**src/rtl/clock_gate_ctrl.sv**
```systemverilog
// Clock-gate enable sequencer: wakes the gated clock on demand from any requester,
// grants once the clock has settled, and shuts the gate after a programmable idle window.
module clock_gate_ctrl #(
  parameter int NREQ        = 4,
  parameter int WAKE_CYCLES = 2,
  parameter int IDLE_CYCLES = 8,
  parameter int CNT_W       = 8
) (
  input  logic            clk,
  input  logic            rst_n,
  input  logic [NREQ-1:0] req,
  input  logic            force_on,
  output logic            gate_en,
  output logic [NREQ-1:0] ack,
  output logic            gate_on,
  output logic [1:0]      state,
  output logic [15:0]     on_cycles
);

  typedef enum logic [1:0] {
    ST_OFF  = 2'd0,
    ST_WAKE = 2'd1,
    ST_ON   = 2'd2,
    ST_IDLE = 2'd3
  } state_e;

  localparam int MAX_CYC = (WAKE_CYCLES > IDLE_CYCLES) ? WAKE_CYCLES : IDLE_CYCLES;

  // Elaboration-time parameter sanity: a bad configuration must not build.
  if (NREQ < 1 || NREQ > 16) begin : g_bad_nreq
    $error("clock_gate_ctrl: NREQ must be in 1..16");
  end
  if (WAKE_CYCLES < 1 || IDLE_CYCLES < 1) begin : g_bad_cycles
    $error("clock_gate_ctrl: WAKE_CYCLES and IDLE_CYCLES must be >= 1");
  end
  if (CNT_W < 1 || CNT_W > 31) begin : g_bad_cnt_w_range
    $error("clock_gate_ctrl: CNT_W must be in 1..31");
  end else if (64'(MAX_CYC) > ((64'd1 << CNT_W) - 64'd1)) begin : g_bad_cnt_w
    $error("clock_gate_ctrl: CNT_W too narrow for WAKE_CYCLES/IDLE_CYCLES");
  end

  localparam logic [CNT_W-1:0] WAKE_LAST = CNT_W'(WAKE_CYCLES - 1);
  localparam logic [CNT_W-1:0] IDLE_LAST = CNT_W'(IDLE_CYCLES - 1);

  state_e            state_q;
  logic              gate_en_q;
  logic [NREQ-1:0]   ack_q;
  logic [CNT_W-1:0]  cnt_q;
  logic [15:0]       on_cycles_q, on_cycles_d;
  logic              demand;

  assign demand = (|req) | force_on;

  // NOTE: sequential state uses non-blocking assignments only, so every flop
  // samples the pre-edge values of the others regardless of statement order.
  // The asynchronous reset drops gate_en immediately, even mid-WAKE or mid-ON.
  always_ff @(posedge clk or negedge rst_n) begin
    if (!rst_n) begin
      state_q   <= ST_OFF;
      gate_en_q <= 1'b0;
      ack_q     <= '0;
      cnt_q     <= '0;
    end else begin
      case (state_q)
        ST_OFF: begin
          ack_q <= '0;
          if (demand) begin
            state_q   <= ST_WAKE;
            gate_en_q <= 1'b1;
            cnt_q     <= '0;
          end else begin
            gate_en_q <= 1'b0;
          end
        end

        // WAKE never aborts: the clock must settle before anything else happens.
        ST_WAKE: begin
          gate_en_q <= 1'b1;
          ack_q     <= '0;
          if (cnt_q == WAKE_LAST) begin
            state_q <= ST_ON;
          end else begin
            cnt_q <= cnt_q + 1'b1;
          end
        end

        ST_ON: begin
          gate_en_q <= 1'b1;
          ack_q     <= req;
          if (!demand) begin
            state_q <= ST_IDLE;
            cnt_q   <= '0;
          end
        end

        // Demand seen on the expiry edge wins, keeping the gate on.
        ST_IDLE: begin
          ack_q <= '0;
          if (demand) begin
            state_q   <= ST_ON;
            gate_en_q <= 1'b1;
          end else if (cnt_q == IDLE_LAST) begin
            state_q   <= ST_OFF;
            gate_en_q <= 1'b0;
          end else begin
            gate_en_q <= 1'b1;
            cnt_q     <= cnt_q + 1'b1;
          end
        end

        default: begin
          state_q   <= ST_OFF;
          gate_en_q <= 1'b0;
          ack_q     <= '0;
          cnt_q     <= '0;
        end
      endcase
    end
  end

  always_comb begin
    on_cycles_d = on_cycles_q;
    if (gate_en_q && (on_cycles_q != 16'hFFFF)) begin
      on_cycles_d = on_cycles_q + 16'd1;
    end
  end

  always_ff @(posedge clk or negedge rst_n) begin
    if (!rst_n) begin
      on_cycles_q <= '0;
    end else begin
      on_cycles_q <= on_cycles_d;
    end
  end

  assign gate_en   = gate_en_q;
  assign ack       = ack_q;
  assign state     = state_q;
  assign gate_on   = (state_q != ST_OFF);
  assign on_cycles = on_cycles_q;

endmodule

```
**config.mk**
```make
export PLATFORM = sky130hd
export DESIGN_NAME = clock_gate_ctrl
export DESIGN_NICKNAME = d
export VERILOG_FILES = /design/src/rtl/clock_gate_ctrl.sv
export SDC_FILE = /design/constraint.sdc
export NUM_CORES = 1
export LEC_CHECK = 0
export CORE_MARGIN = 4
export CORE_UTILIZATION = 45
export DETAILED_ROUTE_END_ITERATION = 10
export PLACE_DENSITY = 0.7
export SLEW_MARGIN = 0
export SYNTH_ARGS = -nofsm -noshare
export SYNTH_HDL_FRONTEND = slang
export SYNTH_SLANG_ARGS = --single-unit
```
**constraint.sdc**
```tcl
create_clock -name clk -period 5.8 [get_ports clk]
set_clock_uncertainty 0.05 [all_clocks]
set_input_delay 0.87 -clock clk [delete_from_list [all_inputs] [get_ports clk]]
set_output_delay 0.87 -clock clk [all_outputs]
set_load 0.01 [all_outputs]
```
* Word-level counts from Yosys, hierarchy flattened *
Cells that the tools add are included.

storage, ports and cells
  register bits after elaboration = 31
  output and inout port bits = 24

operators by class
  add/subtract/negate cells = 2
  equal/unequal tests = 13
  multiplexer cells = 17
  bitwise gates (word level) = 1
  reduce and logical (&&, ||, !) cells = 8

operator list
  operator               count
  $mux 8                 5
  $pmux 8 s4             1
  $add 16x1->16 const B  1
  $ne 16x16->1 const B   1
  $ne 2x2->1 const B     6
  $mux 2                 5
  $add 8x1->8 const B    1
  $eq 8x1->1 const B     1
  $eq 8x3->1 const B     1
  $pmux 2 s4             1
  $pmux 4 s2             1
  $reduce_and 5->1       1
  $eq 2x2->1 const B     2
  $reduce_and 4->1       1
  $reduce_or 4->1        1
  $mux 1                 3
  $ne 3x3->1 const B     1
  $pmux 1 s3             1
  $reduce_or 3->1        1
  $eq 2x1->1 const B     1
  $logic_not 2->1        1
  $reduce_bool 2->1      1
  $reduce_or 2->1        1
  $logic_and 1x1->1      1
  $or 1x1->1             1

* Longest topological paths before layout *
  depth after elaboration = 4
  mapped depth = 8
  depth with buffers taken out = 7

* Worst setup path before layout *
Ideal clock, no wire load.

  path kind = input to register
  start = input req[1]
  end = register cnt_q[0]
  setup time = 0.125 ns
  data arrival time = 2.474 ns
  setup slack = 3.151 ns
  stages on the path = 6
  path buffers = 1
  cells stage by stage = or4_4 -> or2_4 -> o21ai_2 -> and2_4 -> buf_6 -> mux2_4

between the ends
  word-level cells in the longest chain between the ends = 4
  elaborated cells on any way between the ends = 6
  those cells by class = 3 x eq/ne; 1 x bitwise; 2 x reduce/logical

RTL lines
  what                          line  RTL
  start: declaration            11    input logic [NREQ-1:0] req,
  $reduce_or 4->1 *             52    assign demand = (|req) | force_on;
  $or 1x1->1 *                  52
  $ne 2x2->1 (no line)          n/a
  $reduce_and 5->1 (no line) *  n/a
  end signal: assignment        83    cnt_q <= cnt_q + 1'b1;
  end signal: assignment        107   cnt_q <= cnt_q + 1'b1;
  end: declaration              48    logic [CNT_W-1:0] cnt_q;

Mark *: on every way between the ends. The rest lies on a longest branch, timed or not.
A chain may end at the register's enable or synchronous reset.

* Worst setup path after layout *
Ends and elaborated chain as after synthesis.

==> results.cfg <==
[sta]
min_period_over_period_pct = 49.2
hold_viol = 0
tightest_slew_ps = 478
max_freq_ghz = 0.350
setup_ws_ps = 2950
fin_crit_ps = 2850
maxSlewHeadroom_pct = 67.9
slew_violations = 0
setup_violations = 0
tns_ps = 0
rsz0062_at_grt = false

[layout]
syn_to_final_growth_pct = 25.9
fillCellCount = 290
multi_input_area_um2 = 837
nNetsFinal = 214
regArea_um2 = 776
drive_gt1_share_pct = 8.04
utilization_pct = 60.5
antenna_cells = 0

[cts]
clockBufferDepth = 2
cts.sinks = 31
ctsHtreeMaxLevel = 2
clkLatencyLatePin_ps = 280
cts_tree = built
post_cts_buffers = 0
root_buffer = clkbuf_8
ctsHoldBuffers = 0
numCtsBuffers = 5
path_clk_slew_ps = 60
ctsResizeCount = 0

[power_and_ir_drop]
leakage_nw = 0.936
netSwitchingPower_w = 0.0000794
combPwrFrac_pct = 2.5
switching_share_pct = 20.7
internal_power_w = 0.000305
clkPwrFrac_pct = 41.2
power_density_nw_per_um2 = 184
total_power_w = 0.000384
peakVddDrop_mv = 0.148
seqPwrFrac_pct = 56.3

[global_routing]
grt_max_degree = 32
grt_overflow = 0
antenna_found_initial = 0
grt_pass1_wl_um = 5730
grt_usage_pct = 16.5
grt_pass1_vias = 1248

[synth]
synthTopCellsByCount = 31 x dfrtp_1, 15 x nand2_1, 13 x nand3_1
synthCells = 163
synth_nets = 179
seq_area_frac_synth_pct = 46.9
yosysTopAreaCell = dfrtp_1
synth.distinct_cells = 39
ys_seq_elements = 31
yosysTopAreaCellShare_pct = 46.9
synthArstFlopShare_pct = 100
yosys_warnings = 0
syn_area_per_cell_um2 = 10.1
syn_area_um2 = 1650
synth_area_leaders = dfrtp_1 47%, ha_1 6.8%, xnor2_1 5.3%, nand3_1 3.9%, nand2_1 3.4%
synth.most_common_cell = dfrtp_1
synth_flop_cell = dfrtp_1
synth_edf_count = 0

[run]
maxCapViolations = 0

[floorplanning]
die_area_um2 = 4710
start_util_pct = 48.1
fp.dieH_um = 68.6
core-area_um2 = 3440
pin_count = 31
rows = 21
die_x_um = 68.6

[drt]
wire_per_inst_um = 14.2
first_iter_violations = 81
vias = 1360
post-route-drc-count = 0
ant_nets = 0
drt-vias-per-instance = 5.55
wirelength_um = 3470
drtPass1Iterations = 4

[worst_setup_path]
crit_path_end_kind = flop
arrival_ps = 2970
cp_max_fo = 8
crit_type = in2reg
critPathRequiredTime_ps = 5920
cp-start-kind = input pin

[status]
status = completed

[placed_design]
place_ws_ps = 2660
dp.final_hpwl_um = 2610
numPortBuffers = 30
gp_congestion = 0.921

[min_path]
hold_path.class = reg2reg
cells by family after synthesis:
kind of cell / synth area share [%]
adder cells (fa/ha/maj): 6.81
AND/OR/NAND/NOR: 22.8
XOR/XNOR: 6.35
flip-flops: 46.9
buffers and inverters: 2.50
AO/OA/AOI/OAI: 12.4
multiplexers: 2.19
final cells by class:
cell class	instances	area share (%)
Multi-Input combinational cell	123	40.2
Sequential cell	31	37.3
Timing Repair Buffer	31	14.8
Clock buffer	7	3.67
Tap cell	46	2.76
Inverter	6	1.08
Clock inverter	1	0.240
cells in the final DEF (no fill, tap or decap), types with 2 or more instances in the layout:
master / n
xnor2_1: 10
and4_1: 2
or2_2: 2
o21ai_0: 3
clkbuf_8: 5
clkdlybuf4s50_1: 30
and2_1: 5
a22o_1: 3
clkbuf_1: 2
nand4_1: 4
a21oi_1: 7
nor2_1: 11
o211ai_1: 3
o31ai_1: 2
xor2_1: 2
inv_1: 6
dfrtp_1: 31
nand3_1: 13
and3_1: 6
ha_1: 9
nor3_1: 5
a32o_1: 3
nand2_1: 15
a31oi_1: 3
stage by stage:
stage / instances / hold WS [ps] / instance area [um2]
2_1_floorplan: 163 / 439 / 1650
3_3_place_gp: 237 / 433 / 2000
3_5_place_dp: 237 / 457 / 2000
4_1_cts: 245 / 471 / 2080
5_1_grt: 245 / 493 / 2080
6_report: 245 / 469 / 2080
registers in the layout, indices dropped and copies added, names as in the netlist:
register   cells
ack            4
cnt_q          8
gate_en        1
on_cycles     16
state          2
worst max-delay path, cell delays in order:
cell and delay (ps):
clkdlybuf4s50_1 420, or4_4 550, or2_4 260, o21ai_2 310
and2_4 260, mux2_4 300
layer usage:
| layer | vias to the layer above | share of wire [%] | GRT usage [%] |
|---|---|---|---|
| met1 | 662 | 43 | 20.2 |
| met3 | 5 | 4.4 | 3.89 |
| met4 | 0 | 1.0 | 6.70 |
| li1 | 659 | - | - |
| met2 | 34 | 51 | 27.7 |
| met5 | - | 0 | 0 |
path summary, 6_finish.rpt:
path	start	endpoint	slack, ps	cells after the start
setup reg to reg	cnt_q[1]$_DFFE_PN0P_	cnt_q[0]$_DFFE_PN0P_	3820	7
setup / recovery	req[1]	cnt_q[0]$_DFFE_PN0P_	2950	6
hold / removal	on_cycles[15]$_DFFE_PN0P_	on_cycles[15]$_DFFE_PN0P_	470	1
min in group asynchronous	rst_n	on_cycles[0]$_DFFE_PN0P_	930	2
max in group asynchronous	rst_n	cnt_q[6]$_DFFE_PN0P_	4480	2
hold reg to reg	on_cycles[15]$_DFFE_PN0P_	on_cycles[15]$_DFFE_PN0P_	470	1
power by group through the flow:
stage	clock network (W)	registers (W)	logic, W
floorplan	0	0.000220	0.000000715
global placement	0	0.000220	0.00000984
detailed placement	0	0.000220	0.0000102
CTS	0.000165	0.000216	0.0000102
global route	0.000176	0.000216	0.0000112
finish	0.000158	0.000216	0.00000968
No activity file was read; power rests on OpenSTA's default activity.
